### config.mk
export PLATFORM = sky130hd
export DESIGN_NAME = i2s_controller_flat
export DESIGN_NICKNAME = d
export VERILOG_FILES = /design/src/rtl/i2s_pkg.sv /design/src/rtl/i2s_controller_if.sv /design/src/rtl/i2s_clk_div.sv /design/src/rtl/i2s_controller.sv /design/src/flat_wrapper.sv
export SDC_FILE = /design/constraint.sdc
export NUM_CORES = 1
export LEC_CHECK = 0
export ABC_AREA = 1
export BUFFER_PORTS_ARGS = -buffer_cell sky130_fd_sc_hd__buf_2
export CAP_MARGIN = 20
export CORE_ASPECT_RATIO = 1.25
export CORE_UTILIZATION = 58
export DETAILED_ROUTE_END_ITERATION = 6
export GPL_TIMING_DRIVEN = 0
export PLACE_DENSITY_LB_ADDON = 0.25
export SYNTH_ARGS = -nofsm -noshare
export SYNTH_HDL_FRONTEND = slang
export SYNTH_HIERARCHICAL = 1
export SYNTH_SLANG_ARGS = --single-unit
### constraint.sdc
create_clock -name clk -period 2.75 [get_ports clk]
set_input_delay 0.275 -clock clk [delete_from_list [all_inputs] [get_ports clk]]
set_output_delay 0.275 -clock clk [all_outputs]
set_load 0.05 [all_outputs]
### src/rtl/i2s_pkg.sv
// rtl/i2s_pkg.sv - shared types and frame constants for the I2S transmitter
package i2s_pkg;

  localparam int SAMPLE_WIDTH_DEF = 16;

  typedef enum logic {
    IDLE = 1'b0,
    XMIT = 1'b1
  } state_t;

  // Slot 0 is the one-bit word-select lead, followed by both channel words.
  function automatic int frame_slots(input int width);
    return 2 * width + 1;
  endfunction

  localparam int FRAME_SLOTS = frame_slots(SAMPLE_WIDTH_DEF);

endpackage

### src/rtl/i2s_controller_if.sv
// rtl/i2s_controller_if.sv - sample/request and serial I2S signals; busy exists under I2S_CONTROLLER_BUSY_EN
interface i2s_controller_if
  import i2s_pkg::*;
#(
  parameter int SAMPLE_WIDTH = SAMPLE_WIDTH_DEF
);

  logic                    send;
  logic [SAMPLE_WIDTH-1:0] sample_left;
  logic [SAMPLE_WIDTH-1:0] sample_right;
  logic                    bit_clk;
  logic                    frame_clk;
  logic                    data;
`ifdef I2S_CONTROLLER_BUSY_EN
  logic                    busy;

  modport master (
    output send, sample_left, sample_right,
    input  bit_clk, frame_clk, data, busy
  );

  modport slave (
    input  send, sample_left, sample_right,
    output bit_clk, frame_clk, data, busy
  );
`else
  modport master (
    output send, sample_left, sample_right,
    input  bit_clk, frame_clk, data
  );

  modport slave (
    input  send, sample_left, sample_right,
    output bit_clk, frame_clk, data
  );
`endif

endinterface

### src/rtl/i2s_clk_div.sv
// rtl/i2s_clk_div.sv - bit clock generator with a strobe in the last cycle of every slot
module i2s_clk_div #(
  parameter int CLK_DIV = 1
) (
  input  logic clk,
  input  logic reset,
  input  logic run,
  output logic bit_clk,
  output logic slot_start
);

  localparam int CW = (CLK_DIV > 1) ? $clog2(CLK_DIV) : 1;

  logic [CW-1:0] cnt;
  logic          half_end;

  assign half_end = (cnt == CW'(CLK_DIV - 1));

  // High while the next clk edge opens a new slot (falling edge of bit_clk).
  assign slot_start = run & bit_clk & half_end;

  always_ff @(posedge clk) begin
    if (reset || !run) begin
      cnt     <= '0;
      bit_clk <= 1'b0;
    end else if (half_end) begin
      cnt     <= '0;
      bit_clk <= ~bit_clk;
    end else begin
      cnt     <= cnt + CW'(1);
    end
  end

endmodule

### src/rtl/i2s_controller.sv
// rtl/i2s_controller.sv - one stereo frame per send; I2S_CONTROLLER_BUSY_EN adds a registered busy output
module i2s_controller
  import i2s_pkg::*;
#(
  parameter int SAMPLE_WIDTH = SAMPLE_WIDTH_DEF,
  parameter int CLK_DIV      = 1
) (
  input  logic              clk,
  input  logic              reset,
  i2s_controller_if.slave   bus
);

  localparam int SLOTS = frame_slots(SAMPLE_WIDTH);
  localparam int SW    = $clog2(SLOTS);

  state_t                    state;
  logic [SW-1:0]             slot;
  logic [SW-1:0]             slot_nxt;
  logic [2*SAMPLE_WIDTH-1:0] shreg;
  logic                      frame_q;
  logic                      data_q;
  logic                      bit_clk;
  logic                      slot_start;
`ifdef I2S_CONTROLLER_BUSY_EN
  logic                      busy_q;
  assign bus.busy = busy_q;
`endif

  assign slot_nxt      = slot + SW'(1);
  assign bus.bit_clk   = bit_clk;
  assign bus.frame_clk = frame_q;
  assign bus.data      = data_q;

  i2s_clk_div #(
    .CLK_DIV(CLK_DIV)
  ) u_clk_div (
    .clk       (clk),
    .reset     (reset),
    .run       (state == XMIT),
    .bit_clk   (bit_clk),
    .slot_start(slot_start)
  );

  always_ff @(posedge clk) begin
    if (reset) begin
      state   <= IDLE;
      slot    <= '0;
      shreg   <= '0;
      frame_q <= 1'b0;
      data_q  <= 1'b0;
`ifdef I2S_CONTROLLER_BUSY_EN
      busy_q  <= 1'b0;
`endif
    end else begin
      case (state)
        IDLE: begin
          slot    <= '0;
          frame_q <= 1'b0;
          data_q  <= 1'b0;
          if (bus.send) begin
            shreg <= {bus.sample_left, bus.sample_right};
            state <= XMIT;
`ifdef I2S_CONTROLLER_BUSY_EN
            busy_q <= 1'b1;
`endif
          end
        end
        XMIT: begin
          if (slot_start) begin
            if (slot == SW'(SLOTS - 1)) begin
              state   <= IDLE;
              slot    <= '0;
              shreg   <= '0;
              frame_q <= 1'b0;
              data_q  <= 1'b0;
`ifdef I2S_CONTROLLER_BUSY_EN
              busy_q  <= 1'b0;
`endif
            end else begin
              // Word select leads the data by one slot, so it flips at the channel's last bit.
              slot    <= slot_nxt;
              data_q  <= shreg[2*SAMPLE_WIDTH-1];
              shreg   <= {shreg[2*SAMPLE_WIDTH-2:0], 1'b0};
              frame_q <= (slot_nxt >= SW'(SAMPLE_WIDTH)) && (slot_nxt < SW'(2 * SAMPLE_WIDTH));
            end
          end
        end
        default: state <= IDLE;
      endcase
    end
  end

endmodule

### src/flat_wrapper.sv
// flat-port wrapper written by rule: the top's interface ports become plain ports
module i2s_controller_flat import i2s_pkg::*;
#(
  parameter int SAMPLE_WIDTH = SAMPLE_WIDTH_DEF,
  parameter int CLK_DIV      = 1
)
  (clk, reset, bus_send, bus_sample_left, bus_sample_right, bus_bit_clk, bus_frame_clk, bus_data);
  i2s_controller_if #(.SAMPLE_WIDTH(SAMPLE_WIDTH)) bus_i ();
  input  logic clk;
  input  logic reset;
  input wire logic [$bits(bus_i.send)-1:0] bus_send;
  input wire logic [$bits(bus_i.sample_left)-1:0] bus_sample_left;
  input wire logic [$bits(bus_i.sample_right)-1:0] bus_sample_right;
  output wire logic [$bits(bus_i.bit_clk)-1:0] bus_bit_clk;
  output wire logic [$bits(bus_i.frame_clk)-1:0] bus_frame_clk;
  output wire logic [$bits(bus_i.data)-1:0] bus_data;
  assign bus_i.send = bus_send;
  assign bus_i.sample_left = bus_sample_left;
  assign bus_i.sample_right = bus_sample_right;
  assign bus_bit_clk = bus_i.bit_clk;
  assign bus_frame_clk = bus_i.frame_clk;
  assign bus_data = bus_i.data;
  i2s_controller #(.SAMPLE_WIDTH(SAMPLE_WIDTH), .CLK_DIV(CLK_DIV)) u_core (.clk(clk), .reset(reset), .bus(bus_i));
endmodule
Word level (Yosys, flattened, before mapping)
Index checks and enable logic that the tools add are counted.
- bits of input ports: 35
- register bits after elaboration: 43
- logic and storage cells: 41
- output and inout bits: 3
- equal/unequal tests: 3
- muxes and demuxes: 17
- bitwise gates (word level): 5
- $lt $le $gt $ge: 2
- add/sub/neg operators: 2
- reductions and logical operators: 5
- operators with widths (kind ; count):
    32-bit two-way mux ; 3
    32-bit case mux with 2 select lines ; 1
    6-bit two-way mux ; 2
    6-bit case mux with 2 select lines ; 1
    1-bit two-way mux ; 7
    6-bit by 1-bit adder with 6-bit output, second input constant ; 1
    6-bit equality test, second input constant ; 1
    6-bit by 5-bit >= comparator with 1-bit output, second input constant ; 1
    6-bit < comparator, second input constant ; 1
    1-bit case mux with 2 select lines ; 3
    2-bit != test, second input constant ; 2
    1-bit NOT ; 3
    1-bit bitwise AND ; 2
    2-bit AND reduction ; 1
    2-bit OR reduction ; 1
    1-bit adder, second input constant ; 1
    1-bit logical AND ; 1
    1-bit zero test ; 1
    1-bit logical OR ; 1

Depth between registers and ports, before layout
Gate-level depths: netlist of the first run.
- depth in word-level cells: 6
- gate-level depth with buffers: 10
- mapped depth without buffers: 9

Hierarchy
Netlist of the first run, hierarchy kept.
- modules (own cells, without submodules) (module ; cells each ; seq. area each (µm²) ; area each (µm²) ; instances):
    i2s_controller ; 250 ; 820.8 ; 1823.0 ; 1
    i2s_clk_div ; 13 ; 40.0 ; 83.8 ; 1

Worst setup path before layout of the first run
Ideal clock, no wire load.
- kind: register -> register
- start: register u_core.u_clk_div.bit_clk
- end: register u_core.shreg[21]
- path slack: 1202 ps
- stages on the path, launching flop included: 8
- path buffers: 1
- required time: 2680 ps
- library setup time: 70 ps
- clock period less this slack: 1548 ps
- arrival: 1478 ps
- cells stage by stage: dfxtp_1 -> nand2_1 -> nor2_1 -> nand2_2 -> nand2_2 -> clkbuf_2 -> o21ai_0 -> a21oi_1
- longest elaborated chain between the ends: 4
- RTL lines (item ; RTL line ; text):
    start, declared ; i2s_clk_div.sv:8 ; output logic bit_clk,
    start signal, assigned ; i2s_clk_div.sv:28 ; bit_clk <= ~bit_clk;
    1-bit bitwise AND (2 in a row) ; i2s_clk_div.sv:20 ; assign slot_start = run & bit_clk & half_end;
    via u_core.slot_start ; i2s_controller.sv:23 ; logic slot_start;
    2-bit != test (no source line) ; -- ;
    2-bit AND reduction (no source line) ; -- ;
    end signal, assigned ; i2s_controller.sv:61 ; shreg <= {bus.sample_left, bus.sample_right};
    end signal, assigned ; i2s_controller.sv:83 ; shreg <= {shreg[2*SAMPLE_WIDTH-2:0], 1'b0};
    end, declared ; i2s_controller.sv:19 ; logic [2*SAMPLE_WIDTH-1:0] shreg;
The timed path passes the listed nets, and every way through them passes these cells.
A chain may end at the register's enable or synchronous reset.

Final worst setup path of the first run
- start: register u_core.state
- end: register u_core.shreg[15]
- longest elaborated chain between the ends: 4
- elaborated cells on any way between the ends: 7
- those cells by class: eq/ne: 2; mux: 1; bitwise: 3; reduce/logical: 1
- RTL lines (item ; RTL line ; text):
    start, declared ; i2s_controller.sv:16 ; state_t state;
    start signal, assigned ; i2s_controller.sv:46 ; state <= IDLE;
    start signal, assigned ; i2s_controller.sv:62 ; state <= XMIT;
    start signal, assigned ; i2s_controller.sv:71 ; state <= IDLE;
    1-bit bitwise AND (2 in a row) ; i2s_clk_div.sv:20 ;
    via u_core.slot_start ; i2s_controller.sv:23 ;
    2-bit != test (no source line) ; -- ;
    2-bit AND reduction (no source line) ; -- ;
The timed path passes the listed nets, and every way through them passes these cells.

==> results of run 1 <==
==> Yosys cell counts (all sizes together) <==
cell type / number
o21ai: 66
nand2: 58
dfxtp: 43
a21oi: 39
inv: 17
nor2: 10
clkbuf: 9
buf: 7
nand3: 7
ha: 2
a31oi: 1
clkinv: 1
conb: 1
nand4: 1
xor2: 1
==> stage by stage <==
step	worst slack [ns]	cells	util	hold WS (ns)
finish	1.20	343	0.724	0.155
global route	1.04	343	0.724	0.170
CTS	1.22	343	0.724	0.155
detailed placement	1.29	336	0.706	0.447
global placement	1.28	336	0.706	0.440
floorplan	1.20	263	-	0.432
==> layer usage <==
metal  part of all wire  vias to the layer above  GRT usage
li1                   -                      966          -
met1               0.47                      829      0.315
met5                  0                        -          0
met4              0.011                        0     0.0691
met2               0.48                       31      0.439
met3              0.035                        6     0.0690
==> cell type report <==
cell class                 count  share of cell area
clock inverter                 1             0.00228
sequential                    43               0.392
buffer                        16              0.0416
timing repair buffer          37              0.0844
multi-input combinational    186               0.404
inverter                      18              0.0314
tap                           36              0.0205
clock buffer                   6              0.0234
==> flip-flops by register name, summed over array words and instances, names as in the netlist <==
name and flops:
u_core/slot 6, u_core/u_clk_div/bit_clk 1, u_core/state 1, u_core/bus.frame_clk 1
u_core/shreg 32, u_core/bus.data 1, u_core/u_clk_div/cnt 1
==> where the power goes <==
part           internal, mW  switching, mW  total [mW]
Sequential            0.669         0.0241       0.693
Clock                 0.119          0.193       0.311
Combinational        0.0678         0.0944       0.162
Total                 0.855          0.311        1.17
==> worst register-to-register path, stage by stage (launching register included) <==
cell	delay, ns
sky130_fd_sc_hd__dfxtp_1	0.47
sky130_fd_sc_hd__nand2_1	0.08
sky130_fd_sc_hd__nor2_1	0.18
sky130_fd_sc_hd__nand2_2	0.15
sky130_fd_sc_hd__nand2_2	0.13
sky130_fd_sc_hd__clkbuf_2	0.21
sky130_fd_sc_hd__o21ai_0	0.10
sky130_fd_sc_hd__a21oi_1	0.15
==> cell families (layout without fill, tap and decap cells) <==
| logic type | after synthesis | count (layout) |
|---|---|---|
| XOR/XNOR | 1 | 1 |
| buffers and inverters | 34 | 78 |
| other | 1 | 1 |
| AO/OA/AOI/OAI | 106 | 106 |
| adder cells (fa/ha/maj) | 2 | 2 |
| AND/OR/NAND/NOR | 76 | 76 |
| flip-flops | 43 | 43 |
==> worst min path at each step <==
stage	depth (start not counted)	slack [ns]	end	from
after floorplan	3	0.43	u_core/u_clk_div/bit_clk	reset
final	4	0.16	u_core/u_clk_div/bit_clk	reset
after CTS	4	0.16	u_core/u_clk_div/bit_clk	reset
after global routing	4	0.17	u_core/u_clk_div/bit_clk	reset
after detailed placement	2	0.45	u_core/shreg[20]	u_core/shreg[19]
after global placement	2	0.44	u_core/shreg[17]	u_core/shreg[16]
==> impl_summary.md, run 1 <==
Setup path
In this run the worst setup path begins at u_core/state. STA classifies the critical path endpoint as a register. Counting buffers and inverters, the worst setup path is 7 cells deep. The cell repeated most along the worst path is sky130_fd_sc_hd__nand2_2. The depth of the worst register-to-register path is 7. The timing endpoint of the critical path is u_core/shreg[15]. The element type at the critical path start is a register. The capturing point of the worst reg2reg path is u_core/shreg[15]. The worst register-to-register path has a setup slack of 1.20 ns.

The largest fanout of any net on the critical path is 10. The kind of cell with the highest combined delay on the critical path is simple AND/OR/NAND/NOR gates. The signal on the critical path passes through nand2_1 -> nor2_1 -> nand2_2 -> nand2_2 -> clkbuf_2 -> o21ai_0 -> a21oi_1.

The launch point of the worst reg-to-reg path is u_core/state. On the critical path, the stage with the largest delay is an instance of sky130_fd_sc_hd__dfxtp_1. The data required time of the critical path is 3.02 ns. The critical path buffer and inverter count is 1. By startpoint and endpoint, the worst setup path is classified as register to register. The critical path's largest stage delay is 0.47 ns. For the worst setup path, the data arrival time is 1.82 ns.

CTS
Clock tree synthesis selected as its root buffer the cell sky130_fd_sc_hd__clkbuf_4. The number of buffers created by CTS is 5. The post-cts hold buffer count is 0. The clock-pin slew on the worst setup and hold paths is 0.13 ns. In this run the deepest clock path goes through 2 buffers. CTS built an H-tree with a depth of 2.

After clock tree synthesis, the setup repair step added 0 buffers. Clock latency on the worst-skew pair, taken at its later pin, is 0.36 ns. TritonCTS built the clock tree. The sink count of the clock tree is 43. After clock tree synthesis, the repair step resized 0 gates.

Global routing
The overall track demand over capacity in global routing is 0.259. The overflow left after global routing is 0. The via count of the first global-routing pass came to 1615.

The pin count of the biggest net entering global routing is 13. The number of antenna violations at the first check in global routing was 0. The first global-routing pass estimated 6740 µm of wire.

Drt
The wire length after detailed routing is 3930 µm. The antenna violation net count after detailed routing is 0. The first routing iteration left 44 violations.

After detailed routing, the number of vias per cell comes to 5.34. After detailed routing, the number of remaining DRC violations is 0. After detailed routing, the average wire length per cell comes to 11.5 µm. The number of detailed-routing iterations run before antenna repair is 4. The via total after detailed routing is 1832.

Timing
The clock skew is 0.0242 ns. Setup violations remaining at the end of the flow were counted as 0. The final cycle utilization of the critical path is 0.564.

The summed negative setup slack over all endpoints is 0 ns. Derived from the worst setup path, the maximum achievable clock frequency is 0.645 GHz. Setup repair after global routing left no endpoint under its margin.

The final number of hold-violating endpoints came to 0. The final max-slew violation count is 0. The minimum clock period after layout is 1.55 ns.

Finish
The leading cell type in the layout, fill and taps excluded is sky130_fd_sc_hd__o21ai_0. The multi-input combinational cell area is 886 µm². With fillers left out, the area of the finished cells amounts to 2190 µm². The sequential standard cell area is 861 µm².

At the end of the flow, the number of nets in the layout was 344. The proportion of layout cells with a drive suffix above 1 is 0.208. The repair_antennas step left the layout with diodes totalling 0. Counting the fill cells in the layout gives 279. The layout overhead on the synthesized area is 15.0%. In the layout the commonest cells are sky130_fd_sc_hd__o21ai_0 (59), sky130_fd_sc_hd__nand2_1 (54), sky130_fd_sc_hd__dfxtp_1 (43).

Placed design
The half-perimeter wire length after placement is 2820 µm. The number of port buffers is 37. The final estimated routing congestion in global placement is 0.765.

Summing all placed instances gives a cell area of 2140 µm².

Synth
When the netlist entered floorplanning its net count stood at 300. In the post-synthesis netlist, the biggest area contributors are sky130_fd_sc_hd__dfxtp_1 (45%), sky130_fd_sc_hd__o21ai_0 (15%), sky130_fd_sc_hd__nand2_1 (11%). After synthesis the netlist holds a flip-flop and latch count of 43. The cell accounting for the most synthesized area is sky130_fd_sc_hd__dfxtp_1. The average instance in the mapped netlist occupies 7.25 µm². The portion of synthesized area spent on multiplexers is 0. The area fraction in compound gates after synthesis is 0.279. For this run, the number of Yosys warnings is 6.

The share of synthesized area in the top cell type comes to 0.451. After synthesis, the netlist uses 22 different library cells. For this run, the register share of the synthesized area comes to 0.451.

By area, the combinational part of the netlist is dominated by compound AO/OA/AOI/OAI gates. Synthesis produced a netlist whose cell count is 263. Of the total synthesized cell area, the portion taken by XOR and XNOR cells is 0.00459. After synthesis the cells add up to 1910 µm². Of the total synthesized cell area, the portion taken by full adders, half adders and majority gates is 0.0131. Of the total synthesized cell area, the portion taken by AND, OR, NAND and NOR gates is 0.166.

Status
The flow ran to the end, and the final reports show no timing, DRC or antenna violations.

Die
The floorplan has 22 rows. The total I/O pin count is 38. The floorplan step set the die width to 53.3 µm. The die outline area is 3520 µm².

The vertical extent of the die is 66.1 µm. For this configuration, the core starts out at a cell density of 0.630. The core footprint is 3030 µm².

Power
The maximum vdd ir drop is 535 µV. For this design the ratio of total power to cell area is 532 nW/µm². The overall power of the completed layout is 1.17 mW. In this run the static leakage power is 0.938 nW.

Worst hold path
The worst min-delay path category is input pin to register.

Job
The number of max-cap violations is 0.
No activity file was read; power rests on OpenSTA's default activity.
==> run 2, diff against run 1 <==
CORE_UTILIZATION = 48   (was 58)
clock period = 1.3 ns   (was 2.75 ns; I/O delays follow)
==> run 2 against run 1 <==
  * Power grew 130%
  * Maximum frequency grew 20%
  * Highest routed layer unchanged
  * Die area grew 20%
  * Non-clock buffer count grew 2
  * Critical path type unchanged
  * Critical endpoint is now u_core/shreg[3]
  * Design area grew 8.4%
  * Sequential power grew 110%
  * Register-to-register slack lost 1.2 ns
  * Hold slack lost 0.082 ns
  * Sequential share of layout area shrank 2.6 points
==> impl_summary.md, run 2 (synthesis gave the netlist of run 1 again) <==
Status
The flow ran to the end, and the final reports show no timing, DRC or antenna violations.

Finish
The largest register by flop count is u_core/shreg. The multi-input combinational cell area was 952 µm² (+7.5%). The area of all placed cells without fillers was 2380 µm² (+8.4%). The library cell used most frequently in the layout, excluding fill and tap cells, is sky130_fd_sc_hd__o21ai_0. The post-layout instance count excluding filler cells is 364 (+6.1%). The fill cell total of the finished layout came to 355 (+27%). The number of flip-flops in the largest register is 32 (unchanged). In the layout the commonest cells are sky130_fd_sc_hd__o21ai_0 (59), sky130_fd_sc_hd__nand2_1 (49), sky130_fd_sc_hd__buf_2 (42). The proportion of layout cells with a drive suffix above 1 was 0.294 (+0.0851). The sequential standard cell area is 871 µm² (+1.2%).

The number of inserted diodes is 0 (unchanged). The net count of the finished layout is 346 (+0.58%). The largest registers in the layout are u_core/shreg: 32 flops, u_core/slot: 6 flops. From synthesis to final layout, the design area changed by 24.7%.

Worst hold path
The worst min-delay path category is input pin to register.

Die
The core footprint came to 3780 µm² (+25%). The number of rows in the core area is 25 (+14%). The die outline area was 4230 µm² (+20%). The vertical extent of the die is 72.5 µm (+9.6%).

The total I/O pin count came to 38 (unchanged). The width of the chip was 58.4 µm (+9.6%). The starting density of the core was 0.504 (-0.126).

Timing
The number of setup violations in the final report is 0 (unchanged). The final max-slew violation count is 0 (unchanged). The clock skew is 0.00850 ns (-0.0157 ns). Setup repair after global routing could not meet its margin everywhere. The minimum clock period after layout is 1.30 ns (-0.254 ns). The final cycle utilization of the critical path is 0.997 (+0.433). The worst hold slack is 0.0729 ns (-0.0823 ns). The timing-limited maximum frequency is 0.772 GHz (+20%). The final number of hold-violating endpoints came to 0 (unchanged).

Setup path
The worst setup path is captured at a register. The arrival time at the worst endpoint is 1.48 ns (-0.34 ns). The largest fanout of any net on the critical path is 10 (unchanged). The type of the worst setup path is register to register. The data required time of the critical path came to 1.49 ns (-1.53 ns).

The slack of the worst reg-to-reg path was 0.004 ns (-1.20 ns). The element type at the critical path start is a register.

Power
The sequential fraction of design power is 0.546 (-0.048). The proportion of power drawn by combinational gates is 0.149 (+0.010). The leakage component of the power was 0.985 nW (+5.1%). The switching part of the total came to 0.270 (+0.00364). The maximum vdd ir drop was 705 µV (+32%). The internal power component came to 1.96 mW (+130%).

The power density over the cells is 1130 nW/µm² (+110%). The power spent charging and discharging nets came to 0.727 mW (+130%). The clock share of power is 0.305 (+0.038).

CTS
In this run the clock root is driven by a sky130_fd_sc_hd__clkbuf_8. The latest clock arrival within the worst-skew pair is 0.29 ns (-0.07 ns). The post-cts hold buffer count is 0 (unchanged). The clock-pin slew on the worst setup and hold paths is 0.08 ns (-0.05 ns). The number of buffers on the longest clock path was 2 (unchanged).

The sink count of the clock tree was 43 (unchanged). TritonCTS built the clock tree. The number of buffers created by CTS is 5 (unchanged). The number of H-tree levels came to 2 (unchanged).

Placed design
The number of port buffers came to 37 (unchanged). The final estimated routing congestion in global placement is 0.798 (+4.3%). The standard cell area after detailed placement is 2160 µm² (+1.2%). The total placed cells including tap cells is 354 (+5.4%). The half-perimeter wire length after placement is 2840 µm (+0.64%).

Global routing
The pin count of the biggest net entering global routing is 14 (+1). The overall track demand over capacity in global routing is 0.204 (-0.0551). The overflow left after global routing is 0 (unchanged). The via count of the first global-routing pass is 1581 (-2.1%). The first-pass GRT wire length was 6730 µm (-0.10%).

The number of antenna violations at the first check in global routing is 0 (unchanged).

Drt
The wire length per cell is 11.6 µm (+1.2%). The wire length after detailed routing came to 4230 µm (+7.4%). The via total after detailed routing is 1853 (+1.1%).

The number of detailed-routing iterations run before antenna repair came to 4 (unchanged). The antenna violation net count after detailed routing was 0 (unchanged). The average vias per placed instance is 5.09 (-4.7%). The DRC violations left is 0 (unchanged). The number of DRC markers in iteration 0 was 90 (+100%).

Job
The number of max-cap violations was 0 (unchanged).
[run 2: cell count changes in the layout (fill, tap and decap cells not counted), moves of 3 or more]
| cell | delta |
|---|---|
| sky130_fd_sc_hd__nand2_1 | -5 |
| sky130_fd_sc_hd__a21oi_1 | -9 |
| sky130_fd_sc_hd__clkbuf_8 | +7 |
| sky130_fd_sc_hd__a21oi_2 | +9 |
| sky130_fd_sc_hd__clkbuf_4 | -5 |
| sky130_fd_sc_hd__nand2_2 | +3 |
| sky130_fd_sc_hd__dfxtp_1 | -4 |
[run 2: cell type report]
cell class,instances,area share
clock inverters,2,0.00526
multi-input cells,186,0.401
well taps,54,0.0284
clock buffers,6,0.0305
inverters,18,0.0305
flip-flops and latches,43,0.366
repair buffers,39,0.0842
plain buffers,16,0.0542
[run 2: per-layer routing]
| metal | wire (µm) | vias to the layer above | track usage |
|---|---|---|---|
| met1 | 1970 | 858 | 0.254 |
| met5 | 0 | - | 0 |
| li1 | - | 966 | - |
| met3 | 115 | 6 | 0.0428 |
| met2 | 2080 | 23 | 0.345 |
| met4 | 61 | 0 | 0.0714 |
[run 2: per-stage QoR]
stage	power, mW	util	setup WS [ns]	setup TNS [ns]
2_1_floorplan	1.72	-	0.00484	0
3_5_place_dp	1.84	0.572	-0.205	-5.77
3_3_place_gp	1.83	0.572	-0.182	-5.25
5_1_grt	2.81	0.628	-0.0843	-1.84
4_1_cts	2.67	0.607	-0.00125	-0.00125
6_report	2.69	0.628	0.00383	0
[run 2: power by group through the flow]
| stage | logic, mW | clock network, mW | registers, mW |
|---|---|---|---|
| after floorplan | 0.233 | 0 | 1.49 |
| after global placement | 0.341 | 0 | 1.49 |
| final | 0.402 | 0.820 | 1.47 |
| after CTS | 0.367 | 0.837 | 1.46 |
| after detailed placement | 0.348 | 0 | 1.49 |
| after global routing | 0.445 | 0.885 | 1.48 |
[run 2: what timing repair did]
action / CTS / global route
pin swaps: 1 / 0
endpoints found under the setup margin: 38 / 38
setup buffers: 0 / 2
gates resized for setup: 17 / 21
[run 2: worst max-delay path, stage by stage (launching register included)]
cell and delay [ns]:
sky130_fd_sc_hd__dfxtp_2 0.34, sky130_fd_sc_hd__inv_2 0.06, sky130_fd_sc_hd__ha_1 0.13, sky130_fd_sc_hd__nand2_1 0.05, sky130_fd_sc_hd__inv_1 0.06, sky130_fd_sc_hd__nand3_2 0.07
sky130_fd_sc_hd__nand2_2 0.10, sky130_fd_sc_hd__clkinv_4 0.09, sky130_fd_sc_hd__buf_6 0.15, sky130_fd_sc_hd__nand2_1 0.07, sky130_fd_sc_hd__a21oi_2 0.05
[run 2: worst paths after layout]
check | startpoint | cells past startpoint | end
hold / removal | reset | 4 | u_core/u_clk_div/bit_clk
setup reg to reg | u_core/slot[0] | 10 | u_core/shreg[3]
hold reg to reg | u_core/shreg[10] | 2 | u_core/shreg[11]
setup / recovery | u_core/slot[0] | 10 | u_core/shreg[3]
==> run 3, diff against run 2 <==
ABC_AREA = default   (was 1)
BUFFER_PORTS_ARGS = -buffer_cell sky130_fd_sc_hd__buf_4   (was -buffer_cell sky130_fd_sc_hd__buf_2)
CORE_ASPECT_RATIO = 0.6   (was 1.25)
CORE_UTILIZATION = 49   (was 48)
==> run 3 against run 2 <==
  * Maximum frequency fell by 9.7%
  * Wire length rose by 2.4%
  * Sequential power barely moved
  * Global-route usage increased by 1.8 points
  * Critical endpoint is now u_core/shreg[25]
  * Critical path depth shrank 3
  * Die area decreased by 0.70%
  * Highest routed layer unchanged
  * The flow now finishes with violations (setup timing)
  * Area after synthesis increased by 1.2%
  * Setup slack worse by 0.14 ns
  * Combinational power down 3%
  * Synthesized cell count shrank 9.1%
  * Sequential cell count is the same
  * Core utilization rose by 5.4 points
==> impl_summary.md, run 3 <==
Synth
The number of synthesized flops with an enable pin is 0 (unchanged). The sequential fraction of the synthesis area is 0.446 (-0.00527). The async set or reset register ratio after synthesis is 0 (unchanged). The synthesized flop and latch total was 43 (unchanged). The mean area per synthesized cell is 8.07 µm² (+11%). The number of distinct library cell variants in the gate-level netlist after synthesis is 30 (+36%). The cell accounting for the most synthesized area is sky130_fd_sc_hd__dfxtp_1.

By count the netlist is led by sky130_fd_sc_hd__dfxtp_1 (43), sky130_fd_sc_hd__nand2_1 (38), sky130_fd_sc_hd__nor2_1 (36). The synthesized netlist net count is 276 (-8.0%). Among all cell types in the netlist, the one instantiated most often is sky130_fd_sc_hd__dfxtp_1. The most used flip-flop cell after synthesis is sky130_fd_sc_hd__dfxtp_1.

The number of warnings printed during yosys synthesis was 6 (unchanged). The count of mapped cells out of synthesis is 239 (-9.1%). Ranked by total cell area, the synthesized netlist is headed by sky130_fd_sc_hd__dfxtp_1 (45%), sky130_fd_sc_hd__a211oi_1 (12%), sky130_fd_sc_hd__o21ai_0 (7.5%).

The area of the mapped netlist is 1930 µm² (+1.2%). The area share of the largest cell type after synthesis is 0.446 (-0.00527).

Die
The vertical extent of the die is 50.6 µm (-30%). The core footprint came to 3720 µm² (-1.7%). The number of rows in the core area was 17 (-32%). The die outline area came to 4200 µm² (-0.70%). The width of the chip was 83.0 µm (+42%). The total I/O pin count is 38 (unchanged).

The starting density of the core was 0.518 (+0.0145).

Power
The power density over the cells came to 1030 nW/µm² (-8.9%). The maximum vdd ir drop came to 686 µV (-2.7%). The leakage component of the power is 0.981 nW (-0.42%).

Worst hold path
The worst min-delay path category is input pin to register.

Setup path
The type of the worst setup path is register to register. The arrival time at the worst endpoint is 1.59 ns (+0.11 ns). The kind of end point of the critical path is a register.

Traced cell by cell, the critical path runs through inv_2 -> ha_4 -> nand2_2 -> o41a_4 -> buf_6 -> nand2_1 -> a211oi_1. The worst-path cell with the longest stage delay is sky130_fd_sc_hd__o41a_4. The largest fanout of any net on the critical path is 10 (unchanged). STA classifies the critical path startpoint as a register. The critical path's largest stage delay came to 0.40 ns (+0.06 ns).

The data required time of the critical path is 1.46 ns (-0.03 ns).

Finish
The largest register by flop count is u_core/shreg. The top cell types in the final layout, fill and taps aside, are sky130_fd_sc_hd__buf_4 (43), sky130_fd_sc_hd__dfxtp_1 (39), sky130_fd_sc_hd__nor2_1 (35). The proportion of layout cells with a drive suffix above 1 was 0.313 (+0.0190). The net count of the finished layout is 326 (-5.8%). The largest registers in the layout are u_core/shreg: 32 flops, u_core/slot: 6 flops. The layout overhead on the synthesized area is 31.5%. The utilization of the core after routing is 0.682 (+0.0536). The fill cell total of the finished layout was 314 (-12%). The number of inserted diodes is 0 (unchanged). The number of flip-flops in the largest register is 32 (unchanged). The leading cell type in the layout, fill and taps excluded is sky130_fd_sc_hd__buf_4.

Status
The flow ran to the end, but the final reports show violations. The checks that failed: setup timing.

CTS
The number of H-tree levels came to 2 (unchanged). The latest clock arrival within the worst-skew pair is 0.29 ns (about the same). Clock tree synthesis selected as its root buffer the cell sky130_fd_sc_hd__clkbuf_8. The number of buffers on the longest clock path is 2 (unchanged). The number of buffers created by CTS is 5 (unchanged). The clock-pin slew on the worst setup and hold paths was 0.07 ns (about the same).

The sink count of the clock tree is 43 (unchanged). The clock tree from TritonCTS is done.

Global routing
The first-pass GRT wire length was 7390 µm (+9.7%). The via count of the first global-routing pass is 1657 (+4.8%). The pin count of the biggest net entering global routing was 12 (-2). The overall track demand over capacity in global routing is 0.222 (+0.0180).

The overflow left after global routing is 0 (unchanged). The number of antenna violations at the first check in global routing was 0 (unchanged).

Timing
The final number of hold-violating endpoints is 0 (unchanged). The clock skew is 0.00469 ns (-0.00381 ns). The timing-limited maximum frequency is 0.697 GHz (-9.7%). The number of setup violations in the final report is 37 (+37). The summed negative setup slack over all endpoints is -4.03 ns (-4.03 ns). The final cycle utilization of the critical path is 1.10 (+0.107). The final max-slew violation count was 0 (unchanged). The final setup slack of the worst path is -0.135 ns (-0.139 ns).

The minimum clock period after layout is 1.43 ns (+0.139 ns). Setup repair after global routing could not meet its margin everywhere. The worst hold slack is 0.125 ns (+0.0519 ns).

Job
The number of max-cap violations came to 0 (unchanged).

Drt
The antenna violation net count after detailed routing is 0 (unchanged). The DRC violations left is 0 (unchanged). The wire length per cell was 12.9 µm (+11%).

The number of detailed-routing iterations run before antenna repair is 4 (unchanged). The wire length after detailed routing is 4330 µm (+2.4%). The number of DRC markers in iteration 0 is 64 (-29%). The average vias per placed instance is 5.33 (+4.6%).

The via total after detailed routing came to 1784 (-3.7%).

Placed design
The number of port buffers was 37 (unchanged). The half-perimeter wire length after placement is 2900 µm (+2.2%). The final estimated routing congestion in global placement came to 0.800 (+0.18%).
## run 3: cell types whose count changed after synthesis, moves of 2 or more
cell,change
sky130_fd_sc_hd__a211oi_1,+31
sky130_fd_sc_hd__a21oi_1,-34
sky130_fd_sc_hd__buf_2,+6
sky130_fd_sc_hd__clkbuf_2,-3
sky130_fd_sc_hd__inv_1,-12
sky130_fd_sc_hd__inv_2,-2
sky130_fd_sc_hd__nand2_1,-16
sky130_fd_sc_hd__nand2_2,-4
sky130_fd_sc_hd__nand2b_1,+5
sky130_fd_sc_hd__nor2_1,+28
sky130_fd_sc_hd__nor2_2,-2
sky130_fd_sc_hd__o21ai_0,-30
sky130_fd_sc_hd__o21ai_1,-5
sky130_fd_sc_hd__xor2_1,+3
## run 3: metal layers
layer,GRT usage,wire (µm)
met2,0.344,1890
met4,0.0661,33
met5,0,0
met3,0.0609,211
met1,0.302,2190
## run 3: repair_timing
action / in CTS / in global routing
resized for setup: 17 / 8
hold endpoints to repair: 1 / 0
setup endpoints to repair: 40 / 39
hold buffers: 1 / 0
cloned: 0 / 0
pin swaps: 5 / 5
setup buffers: 2 / 4
## run 3: path summary, 6_finish.rpt
kind,startpoint,end,slack (ns),cells after the start
setup / recovery,u_core/slot[0],u_core/shreg[25],-0.13,7
hold / removal,bus_sample_right[0],u_core/shreg[0],0.12,3
setup reg to reg,u_core/slot[0],u_core/shreg[25],-0.13,7
hold reg to reg,u_core/shreg[27],u_core/shreg[28],0.46,2
## run 3: power by group
part	internal [mW]	switching (mW)	total [mW]
clock network	0.358	0.414	0.772
registers	1.40	0.0494	1.45
logic	0.199	0.189	0.389
total	1.96	0.653	2.61
## run 3: layout make-up
| type | count | area, µm² | share of cell area |
|---|---|---|---|
| Buffer | 19 | 156 | 0.0616 |
| Clock buffer | 6 | 72.6 | 0.0286 |
| Inverter | 3 | 11.3 | 0.00444 |
| Multi-Input combinational cell | 173 | 1020 | 0.403 |
| Sequential cell | 43 | 871 | 0.343 |
| Tap cell | 47 | 58.8 | 0.0232 |
| Timing Repair Buffer | 44 | 345 | 0.136 |
## run 3: per-stage QoR
step	total power, mW	instances	setup slack [ns]	instance area [µm²]
global placement	1.83	323	-0.218	2320
finish	2.61	335	-0.135	2540
detailed placement	1.84	323	-0.251	2320
global route	2.76	335	-0.211	2540
floorplan	1.70	239	-0.0364	1990
CTS	2.61	332	-0.118	2480
## run 3: kinds of logic after synthesis
family | share of synthesized area
xor+xnor | 0.0227
buf+inv | 0.0629
other cells | 0.00194
fa+ha+maj | 0.0130
flops | 0.446
compound gates | 0.239
simple gates | 0.215
## run 3: critical path, delay by kind of cell (launching register included)
kind                       cells  cell delay [ns]
AOI/OAI and AO/OA              2             0.47
DFF                            1             0.34
buffers and inverters          2             0.24
adders and majority gates      1             0.13
and+or+nand+nor                2             0.13
